**src/rtl/redmule_job_dispatcher.sv**
```systemverilog
// Host-side job queue and start/config handshake issuer for the RedMulE controller.
// Optional watchdog: define REDMULE_DISPATCH_WATCHDOG_EN to abort jobs after TimeoutCycles.
module redmule_job_dispatcher #(
    parameter int unsigned QueueDepth    = 4,
    parameter int unsigned DescWidth     = 256,
    parameter int unsigned IdWidth       = 8,
    parameter int unsigned TimeoutCycles = 65535
) (
    input  logic                               clk_i,
    input  logic                               rst_i,
    input  logic                               clear_i,
    input  logic                               job_valid_i,
    output logic                               job_ready_o,
    input  logic [DescWidth-1:0]               job_desc_i,
    input  logic [IdWidth-1:0]                 job_id_i,
    output logic [DescWidth-1:0]               config_o,
    output logic                               start_cfg_o,
    input  logic                               cfg_complete_i,
    input  logic                               busy_i,
    input  logic                               evt_i,
    output logic                               done_valid_o,
    input  logic                               done_ready_i,
    output logic [IdWidth-1:0]                 done_id_o,
    output logic                               done_err_o,
    output logic [$clog2(QueueDepth+1)-1:0]    pending_o
);

    localparam int unsigned PtrWidth = $clog2(QueueDepth);
    localparam int unsigned CntWidth = $clog2(QueueDepth + 1);

    localparam logic [2:0] StIdle    = 3'd0;
    localparam logic [2:0] StIssue   = 3'd1;
    localparam logic [2:0] StWaitCfg = 3'd2;
    localparam logic [2:0] StRunning = 3'd3;
    localparam logic [2:0] StReport  = 3'd4;

    logic [2:0]           state_q, state_d;
    logic [PtrWidth-1:0]  wr_ptr_q, wr_ptr_d;
    logic [PtrWidth-1:0]  rd_ptr_q, rd_ptr_d;
    logic [CntWidth-1:0]  count_q, count_d;
    logic [IdWidth-1:0]   done_id_q, done_id_d;
    logic                 done_err_q, done_err_d;
    logic                 push;
    logic                 pop;
    logic                 timeout;

    logic [DescWidth-1:0] desc_mem_q [QueueDepth];
    logic [IdWidth-1:0]   id_mem_q   [QueueDepth];

    assign job_ready_o = (count_q != CntWidth'(QueueDepth));
    assign push        = job_valid_i & job_ready_o & ~clear_i;

    // ------------------------------------------------------------------
    // Issue FSM
    // ------------------------------------------------------------------
    // NOTE: every always_comb output gets a default first so no path can infer a latch.
    always_comb begin
        state_d    = state_q;
        pop        = 1'b0;
        done_id_d  = done_id_q;
        done_err_d = done_err_q;
        case (state_q)
            StIdle: begin
                if ((count_q != '0) && !busy_i) begin
                    state_d = StIssue;
                end
            end
            StIssue: begin
                state_d = StWaitCfg;
            end
            StWaitCfg: begin
                if (timeout) begin
                    pop        = 1'b1;
                    state_d    = StReport;
                    done_id_d  = id_mem_q[rd_ptr_q];
                    done_err_d = 1'b1;
                end else if (cfg_complete_i) begin
                    state_d = StRunning;
                end
            end
            StRunning: begin
                // End-of-job beats a watchdog expiry in the same cycle.
                if (evt_i || timeout) begin
                    pop        = 1'b1;
                    state_d    = StReport;
                    done_id_d  = id_mem_q[rd_ptr_q];
                    done_err_d = ~evt_i;
                end
            end
            StReport: begin
                if (done_ready_i) begin
                    state_d = StIdle;
                end
            end
            default: begin
                state_d = StIdle;
            end
        endcase
        if (clear_i) begin
            state_d    = StIdle;
            pop        = 1'b0;
            done_id_d  = '0;
            done_err_d = 1'b0;
        end
    end

    // ------------------------------------------------------------------
    // Queue bookkeeping
    // ------------------------------------------------------------------
    always_comb begin
        wr_ptr_d = wr_ptr_q + PtrWidth'(push);
        rd_ptr_d = rd_ptr_q + PtrWidth'(pop);
        count_d  = count_q + CntWidth'(push) - CntWidth'(pop);
        if (clear_i) begin
            wr_ptr_d = '0;
            rd_ptr_d = '0;
            count_d  = '0;
        end
    end

    // NOTE: sequential state uses non-blocking assignments so all registers update together.
    always_ff @(posedge clk_i or posedge rst_i) begin
        if (rst_i) begin
            state_q    <= StIdle;
            wr_ptr_q   <= '0;
            rd_ptr_q   <= '0;
            count_q    <= '0;
            done_id_q  <= '0;
            done_err_q <= 1'b0;
        end else begin
            state_q    <= state_d;
            wr_ptr_q   <= wr_ptr_d;
            rd_ptr_q   <= rd_ptr_d;
            count_q    <= count_d;
            done_id_q  <= done_id_d;
            done_err_q <= done_err_d;
        end
    end

    // NOTE: the descriptor storage is not reset; count_q gates every read, so stale slots never escape.
    always_ff @(posedge clk_i) begin
        if (push) begin
            desc_mem_q[wr_ptr_q] <= job_desc_i;
            id_mem_q[wr_ptr_q]   <= job_id_i;
        end
    end

    // ------------------------------------------------------------------
    // Watchdog
    // ------------------------------------------------------------------
`ifdef REDMULE_DISPATCH_WATCHDOG_EN
    logic [31:0] wdt_q, wdt_d;
    logic        wdt_active;

    assign wdt_active = (state_q == StWaitCfg) || (state_q == StRunning);
    // Expire on the cycle whose increment would reach the limit, so REPORT lands TimeoutCycles after WAIT_CFG entry.
    assign timeout    = wdt_active && ((wdt_q + 32'd1) == 32'(TimeoutCycles));

    always_comb begin
        wdt_d = wdt_q;
        if (state_q == StIssue) begin
            wdt_d = '0;
        end else if (wdt_active) begin
            wdt_d = wdt_q + 32'd1;
        end
        if (clear_i) begin
            wdt_d = '0;
        end
    end

    always_ff @(posedge clk_i or posedge rst_i) begin
        if (rst_i) begin
            wdt_q <= '0;
        end else begin
            wdt_q <= wdt_d;
        end
    end
`else
    logic [31:0] unused_timeout_cycles;
    assign unused_timeout_cycles = TimeoutCycles;
    assign timeout               = 1'b0;
`endif

    // ------------------------------------------------------------------
    // Outputs
    // ------------------------------------------------------------------
    assign config_o     = (count_q != '0) ? desc_mem_q[rd_ptr_q] : '0;
    assign start_cfg_o  = (state_q == StIssue);
    assign done_valid_o = (state_q == StReport);
    assign done_id_o    = done_id_q;
    assign done_err_o   = done_err_q;
    assign pending_o    = count_q;

endmodule
```
**config.mk**
```make
export PLATFORM = sky130hd
export DESIGN_NAME = redmule_job_dispatcher
export DESIGN_NICKNAME = d
export VERILOG_FILES = /design/src/rtl/redmule_job_dispatcher.sv
export SDC_FILE = /design/constraint.sdc
export NUM_CORES = 1
export LEC_CHECK = 0
export CORE_MARGIN = 8
export CORE_UTILIZATION = 50
export CTS_CLUSTER_DIAMETER = 50
export DETAILED_ROUTE_END_ITERATION = 10
export GPL_ROUTABILITY_DRIVEN = 0
export GPL_TIMING_DRIVEN = 0
export PLACE_DENSITY = 0.72
export SLEW_MARGIN = 20
export SYNTH_ARGS = -nofsm -noshare
export SYNTH_HDL_FRONTEND = slang
export SYNTH_SLANG_ARGS = --single-unit
```
**constraint.sdc**
```tcl
create_clock -name clk_i -period 66.2 [get_ports clk_i]
set_input_delay 13.24 -clock clk_i [delete_from_list [all_inputs] [get_ports clk_i]]
set_output_delay 13.24 -clock clk_i [all_outputs]
set_load 0.1 [all_outputs]
```
; Yosys cells after proc, flatten, opt, wreduce, memory -nomap -nowiden
; Memories as Yosys holds them, arrays and structs flattened.
; Cells that the tools add are included.
[classes]
add_sub_neg = 4
n_mul = 0
div = 0
n_lt_le_gt_ge = 0
eq_ne = 9
n_shift = 0
n_mux = 21
bitwise_logic = 4
n_reduce_logical = 8
[ops]
columns = op, n
row1 = two-way mux 256 bit, 1
row2 = two-way mux 8 bit, 3
row3 = two-way mux 3 bit, 6
row4 = one-hot mux 3 bit (5 select lines), 1
row5 = "!= test 3 bit, second input constant", 4
row6 = two-way mux 1 bit, 8
row7 = "equality test 3 x 2 -> 1 bit, second input constant", 2
row8 = adder 2 x 1 -> 2 bit, 2
row9 = two-way mux 2 bit, 2
row10 = AND reduction 4 bit, 1
row11 = nonzero test 2 bit, 2
row12 = adder 3 x 1 -> 3 bit, 1
row13 = "equality test 3 x 1 -> 1 bit, second input constant", 1
row14 = "equality test 3 bit, second input constant", 1
row15 = zero test 3 bit, 1
row16 = "!= test 3 x 2 -> 1 bit, second input constant", 1
row17 = nonzero test 3 bit, 1
row18 = subtractor 3 x 1 -> 3 bit, 1
row19 = AND 1 bit, 2
row20 = NOT 1 bit, 2
row21 = AND reduction 2 bit, 1
row22 = logical AND 1 bit, 1
row23 = zero test 1 bit, 1
[word_totals]
regBits = 19
latch_bits = 0
mem_bits_rw = 1056
rom_bits = 0
inputBits = 272
output_inout_bits = 271
elab_cells = 54
mem_count = 2
[mem_list]
columns = name, words, width, read_ports, rd_ports_with_merged_regs, wr, line
row1 = desc_mem_q, 4, 256, 1, 0, 1, 47  ; logic [DescWidth-1:0] desc_mem_q [QueueDepth];
row2 = id_mem_q, 4, 8, 1, 0, 1, 48  ; logic [IdWidth-1:0] id_mem_q [QueueDepth];

; Depth between registers and ports, before layout
; Gate-level depths: netlist of run 1.
[depth]
ltp_word = 6
depth_mapped = 9
ltp_nobuf = 9

; Least setup slack after synthesis of run 1
; No wires, ideal clock.
[synth_timing]
kind = input port to flip-flop
start = in clear_i
end = mem desc_mem_q[1][0], enable pin
t_arrival_ns = 38.439
t_required_ns = 64.662
slack_ns = 26.223
cell_stages = 3
n_path_buf = 2
path_cell_list = clkbuf_1 -> clkbuf_1 -> nor4_1
[synth_via]
elab_chain_cells = 4
[synth_rtl]
columns = item, line
row1 = "start, declared", 11  ; input logic clear_i,
row2 = NOT 1 bit, 51  ; assign push = job_valid_i & job_ready_o & ~clear_i;
row3 = AND 1 bit, 51
row4 = two-way mux 1 bit, 142  ; if (push) begin
row5 = two-way mux 1 bit (implied by the code), 143  ; desc_mem_q[wr_ptr_q] <= job_desc_i;
row6 = "end, declared", 47
; No other way between the ends.

; Worst setup path in the final report of run 1
[layout_timing]
start = reg count_q[1] (netlist: pending_o[1])
end = out config_o[170]
[layout_via]
elab_chain_cells = 2
[layout_rtl]
columns = item, line
row1 = "start, declared", 40  ; logic [CntWidth-1:0] count_q, count_d;
row2 = "start signal, assigned", 134  ; count_q <= count_d;
row3 = nonzero test 3 bit, 187  ; assign config_o = (count_q != '0) ? desc_mem_q[rd_ptr_q] : '0;
row4 = two-way mux 256 bit, 187
row5 = "end, declared", 16  ; output logic [DescWidth-1:0] config_o,
; No other way between the ends.

==> results of run 1 <==
## worst reg2reg max path: stages, from the launching register on
cell	delay, ns
dfrtp_1	0.42
nor3b_1	0.20
inv_1	0.18
nand2_1	0.21
nor4_2	0.54
buf_2	0.32
buf_2	0.24
buf_2	0.21
buf_2	0.18
buf_4	0.18
buf_4	0.17
buf_2	0.17
buf_4	0.18
buf_2	0.23
buf_2	0.21
buf_2	0.19
buf_2	0.20
buf_2	0.17
## cells in the final DEF (no fill, tap or decap), drive strengths merged, types with 3 or more instances in the layout
cell,Yosys,final
buf,55,275
bufinv,0,13
edfxtp,1056,1056
nor3b,3,3
a22o,8,8
diode,0,14
nor2,5,5
clkdlybuf4s50,0,540
clkinvlp,0,6
a21oi,4,4
mux4,264,264
o21ai,4,4
nor4,4,4
nor2b,258,258
clkinv,0,37
inv,7,13
dfrtp,19,19
nand3,3,3
clkbuf,37,182
## layout make-up
cell class	instances	share of cell area (%)
Multi-Input combinational cell	573	15.1
Buffer	92	1.15
Sequential cell	1075	61.2
Clock inverter	62	1.39
Timing Repair Buffer	761	12.7
Antenna cell	14	0.0666
Clock buffer	144	5.76
Tap cell	1060	2.52
Inverter	7	0.0500
## cell families (layout without fill, tap and decap cells)
kind of cell | count (synthesis) | after routing | synth area share, %
other | 0 | 14 | 0
adders and majority gates | 3 | 3 | 0.111
xor gates and xnor gates | 3 | 3 | 0.0645
and+or+nand+nor | 282 | 282 | 4.32
buffers and inverters | 99 | 1066 | 1.54
DFF | 1075 | 1075 | 79.0
AOI/OAI and AO/OA | 21 | 21 | 0.369
muxes | 264 | 264 | 14.6
## sequential cells by signal, indices dropped and copies added, names as in the netlist
| name | cells |
|---|---|
| desc_mem_q | 1024 |
| done_id_o | 8 |
| done_err_o | 1 |
| pending_o | 3 |
| rd_ptr_q | 2 |
| state_q | 3 |
| id_mem_q | 32 |
| wr_ptr_q | 2 |
## how the worst max path moves through the flow
stage                               endpoint  depth (start not counted)
after floorplan             desc_mem_q[1][0]                          3
after global placement    desc_mem_q[1][140]                          3
after detailed placement  desc_mem_q[0][139]                         16
after CTS                      config_o[170]                          5
after global routing           config_o[170]                          5
final                          config_o[170]                          5
## routing by layer
layer | track usage [%] | wire (um) | vias up
met5 | 0 | 127 | -
met4 | 5.83 | 2240 | 18
met3 | 5.76 | 7690 | 156
met2 | 36.8 | 50800 | 679
met1 | 24.9 | 35700 | 10800
li1 | - | - | 8998
## through the flow
step / utilization (%) / total power (uW) / setup WS, ns / instances
finish: 65.3 / 1760 / 48.28 / 3788
global route: 65.2 / 1810 / 47.97 / 3779
CTS: 65.2 / 1780 / 47.90 / 3774
detailed placement: 60.6 / 1150 / 48.62 / 3568
global placement: 59.0 / 1180 / 4.92 / 3348
floorplan: - / 1060 / 26.22 / 1747
## power by group
group          switching (uW)  internal, uW  leakage, uW
clock network             252           375      0.00181
logic                     272          87.4      0.00552
registers                4.74           771      0.00985
total                     529          1230       0.0172
==> results by group, run 1 <==
Worst setup path
  – R2r startpoint: pending_o[2]
  – Startpoint Class: flip-flop
  – Worst EP required: 52.96 ns
  – CP Max Fanout: 10
  – Buf+Inv Stages, Crit Path: 3
  – Crit-path max cell delay: 1.06 ns
  – Top delay family on crit path: buffers and inverters
  – Setup crit end kind: output port
  – Critical path launch point: pending_o[1]
  – CP max-delay cell: clkdlybuf4s50_1
  – Critical Path, Cell by Cell: nor3_2 -> clkbuf_1 -> clkbuf_1 -> nor2b_1 -> clkdlybuf4s50_1
  – Arrival @ worst endpoint: 4.68 ns
  – Flop-to-flop setup slack: 61.71 ns
  – Most used cell, CP: clkbuf_1
  – R2R cell count: 17
  – Kind of critical path: flip-flop to output port
  – R2r endpoint: desc_mem_q[0][139]

Logic synthesis
  – Synthesis-stage register bit count: 1,075
  – Async S/R FF share, synth: 1.77%
  – Unique masters post-synth: 32
  – Sequential fraction of the synthesis area: 79.0%
  – Post-synthesis cell count: 1,747
  – Post-synth top area cell: edfxtp_1
  – Post-synth top cells: edfxtp_1 (1,056), mux4_2 (264), nor2b_1 (258)
  – Top FF cell, synth: edfxtp_1
  – Post-synthesis net count: 2,022
  – Dominant cell by count in the synthesized netlist: edfxtp_1
  – Share of the synthesized area in the top cell type: 77.8%
  – Synth top area cells: edfxtp_1 (78%), mux4_2 (15%), nor2b_1 (4.0%)
  – Post-Syn Area: 40,700 sq um
  – Number of flops mapped to enable cells by yosys: 1,056
  – Ys Warns: 0
  – Mean Syn Cell Area: 23.3 sq um

Timing
  – Worst Skew: 0.0170 ns
  – Final period util: 27.1%
  – Post-layout min period: 17.92 ns
  – FMAX: 55.8 MHz
  – Worst Tran Pin Value: 1.17 ns
  – Finish-stage setup viols: 0
  – Unrepaired setup endpoints after global routing: no
  – Pins Over Slew Limit: 0
  – Final hold slack: 0.506 ns
  – Slew headroom: 22.0%
  – Setup TNS: 0 ns
  – Final Hold Viols: 0

Die
  – Die W: 301 um
  – Core area: 80,500 sq um
  – Chip height: 301 um
  – Number of I/O pins: 543
  – Die area: 90,900 sq um
  – Initial Util: 50.6%
  – Num rows: 104

Drt
  – Drt initial violations: 1,491
  – Wire per inst: 25.5 um
  – Pre-Repair DR Iteration Count: 5
  – Final WL: 96,500 um
  – Antenna Nets Post-Route: 0
  – Routed vias/inst: 5.44
  – DRC viols: 0
  – Vias: 20,600

Run status
  – Outcome: finished clean

Clock network
  – CTS H-tree lvls: 3
  – CTS tree: yes
  – Num CTS Buffers: 113
  – Sink Count: 1,075
  – Clock Latency Late Sink: 0.64 ns
  – Hold-fix buffers at CTS: 0
  – Clock Tree Root: clkbuf_16
  – Total setup buffers inserted after CTS: 0
  – Clock Path Buffers: 3
  – Clock Pin Slew Worst Setup and Hold Paths: 0.06 ns
  – Post_cts resized: 0

Final layout
  – FF+latch area: 32,200 sq um
  – Area Growth Syn to Fin: 29.0%
  – Final Cell Area: 52,600 sq um
  – Area occupied by multi-input gates: 7950 sq um
  – Ratio of cells with drive above 1 in the final layout: 26.1%
  – Filler instances: 5,272
  – Nets: 2,898

Power
  – Pleak: 0.0172 uW
  – Maximum vdd drop: 0.0320 mV
  – PD cells: 33.5 nW/um^2

Job
  – Max Cap Violations: 0

GRT
  – GRT Resource Usage Total: 20.8%
  – Grt ovf: 0
  – Vias in the first global route: 22,100
  – Initial antenna violation count: 22
  – First-pass GRT wire length: 141,000 um
  – Largest net degree at the start of global routing: 20

Min path
  – Hold EP: done_err_o
  – Worst min-delay path category: flip-flop to flip-flop
  – Min-Delay Path Depth: 1
  – HP Start: done_err_o

Placement
  – DP Area: 48,800 sq um
  – Port bufs: 541
  – Final HPWL from detailed placement: 71,500 um
No activity file was read; power rests on OpenSTA's default activity.
==> run 2, diff against run 1 <==
clock period = 16.5 ns   (was 66.2 ns; I/O delays follow)
==> run 2 against run 1 <==
- cell count shrank 2.5%
- clock power grew to 4.0 times the previous value
- first-iteration DRC count rose by 0.54%
- core utilization is 0.082 points higher
- clock skew up 0.031 ns
- combinational power rose to 4.0 times the previous value
- critical path type unchanged
- highest routed layer unchanged
- die area unchanged
- final area up 0.13%
- flip-flop and latch count did not move
- register-to-register slack worse by 49 ns
- worst hold slack gained 0.0035 ns
==> results by group, run 2 (synthesized netlist as in run 1, its figures left out) <==
Worst setup path
  – Flop-to-flop setup slack: 12.93 ns
  – Buf+Inv Stages, Crit Path: 3
  – Worst EP required: 13.20 ns
  – Critical Path, Cell by Cell: nor3_2 -> clkbuf_1 -> clkbuf_1 -> nor2b_1 -> clkdlybuf4s50_1
  – Most used cell, CP: clkbuf_1
  – Setup crit end kind: output port
  – R2r endpoint: desc_mem_q[3][108]
  – Startpoint Class: flip-flop
  – WP depth: 5
  – Crit-path max cell delay: 1.05 ns
  – CP Max Fanout: 10
  – R2r startpoint: pending_o[2]
  – CP max-delay cell: clkdlybuf4s50_1
  – Top delay family on crit path: buffers and inverters
  – R2R cell count: 12
  – Kind of critical path: flip-flop to output port
  – Arrival @ worst endpoint: 4.69 ns

Min path
  – HP Start: done_id_o[4]
  – Min-Delay Path Depth: 1
  – Hold EP: done_id_o[4]
  – Worst min-delay path category: flip-flop to flip-flop

Timing
  – Pins Over Slew Limit: 0
  – Worst Skew: 0.0481 ns
  – Slew headroom: 23.6%
  – Post-layout min period: 7.99 ns
  – Unrepaired setup endpoints after global routing: no
  – Setup ws final: 8.51 ns
  – Worst Tran Pin Value: 1.14 ns
  – Final period util: 48.4%
  – Finish-stage setup viols: 0
  – FMAX: 125 MHz
  – Final Hold Viols: 0

Die
  – Core area: 80,500 sq um
  – Number of I/O pins: 543
  – Chip height: 301 um
  – Die W: 301 um
  – Die area: 90,900 sq um
  – Num rows: 104
  – Initial Util: 50.6%

Clock network
  – Total setup buffers inserted after CTS: 0
  – CTS H-tree lvls: 3
  – Clock Pin Slew Worst Setup and Hold Paths: 0.06 ns
  – Post_cts resized: 0
  – Clock Latency Late Sink: 0.67 ns
  – Clock Tree Root: clkbuf_16
  – Hold-fix buffers at CTS: 0
  – Sink Count: 1,075
  – CTS tree: yes
  – Clock Path Buffers: 3
  – Num CTS Buffers: 110

Drt
  – DRC viols: 0
  – Pre-Repair DR Iteration Count: 5
  – Final WL: 95,000 um
  – Routed vias/inst: 5.46
  – Antenna Nets Post-Route: 0
  – Wire per inst: 25.7 um
  – Vias: 20,200
  – Drt initial violations: 1,499

Job
  – Max Cap Violations: 0

Final layout
  – Most common cell after layout, fill and taps aside: edfxtp_1
  – Largest register FFs: 1,024
  – Final Cell Area: 52,600 sq um
  – Ratio of cells with drive above 1 in the final layout: 23.5%
  – Commonest cells after routing, fill and taps aside: edfxtp_1 (1,056), clkdlybuf4s50_1 (540), mux4_2 (264)
  – FF+latch area: 32,200 sq um
  – Final core area utilization: 65.3%
  – Top reg by flops: desc_mem_q
  – Filler instances: 5,202
  – Area Growth Syn to Fin: 29.2%
  – Area occupied by multi-input gates: 7990 sq um
  – Nets: 2,802

Placement
  – Port bufs: 541
  – Place WS: 9.08 ns
  – DP Area: 48,900 sq um
  – Final HPWL from detailed placement: 69,100 um

GRT
  – Vias in the first global route: 21,800
  – First-pass GRT wire length: 139,000 um
  – Grt ovf: 0
  – Initial antenna violation count: 22
  – Largest net degree at the start of global routing: 20
  – GRT Resource Usage Total: 20.6%

Power
  – Pleak: 0.0168 uW
  – Maximum vdd drop: 0.139 mV
  – Total power draw: 7050 uW
  – PD cells: 134 nW/um^2

Run status
  – Outcome: finished clean
[run 2: cell count changes in the layout (fill, tap and decap cells not counted), sizes merged]
cell,previous run,this run
buf,275,183
bufinv,13,14
clkbuf,182,171
clkinv,37,44
clkinvlp,6,2
diode,14,18
inv,13,14
[run 2: per-layer routing]
layer	up-vias	wire (um)	track usage, %	share of wire (%)
met1	10500	35000	24.9	37
met5	-	48	0	0.051
li1	8820	-	-	-
met4	8	2610	7.16	2.7
met2	696	49900	35.6	52
met3	151	7460	5.66	7.9
[run 2: worst max-delay path by stage]
stage / from / endpoint / slack, ns
after floorplan: clear_i / desc_mem_q[1][0] / -2.41
after global placement: job_valid_i / desc_mem_q[2][108] / -14.49
after detailed placement: pending_o[1] / config_o[171] / 9.08
after CTS: pending_o[1] / config_o[169] / 8.31
after global routing: pending_o[1] / config_o[171] / 8.25
final: pending_o[1] / config_o[81] / 8.51
[run 2: report_power, final]
part / leakage [uW] / switching [uW] / internal, uW
clock: 0.00181 / 1010 / 1480
sequential: 0.00985 / 19.4 / 3090
combinational: 0.00511 / 1090 / 357
[run 2: through the flow]
| stage | TNS, ns | std cells | hold WS, ns |
|---|---|---|---|
| 5_1_grt | 0 | 3686 | 0.532 |
| 6_report | 0 | 3694 | 0.509 |
| 2_1_floorplan | -2497.07 | 1747 | 0.564 |
| 4_1_cts | 0 | 3676 | 0.509 |
| 3_3_place_gp | - | 3348 | 0.490 |
| 3_5_place_dp | 0 | 3475 | 0.483 |
[run 2: cell type report]
class,instances,area share [%]
Buffer,92,1.14
Clock buffer,134,5.54
Multi-Input combinational cell,573,15.2
Antenna cell,18,0.0856
Tap cell,1060,2.52
Inverter,7,0.0499
Timing Repair Buffer,668,12.9
Sequential cell,1075,61.2
Clock inverter,67,1.47
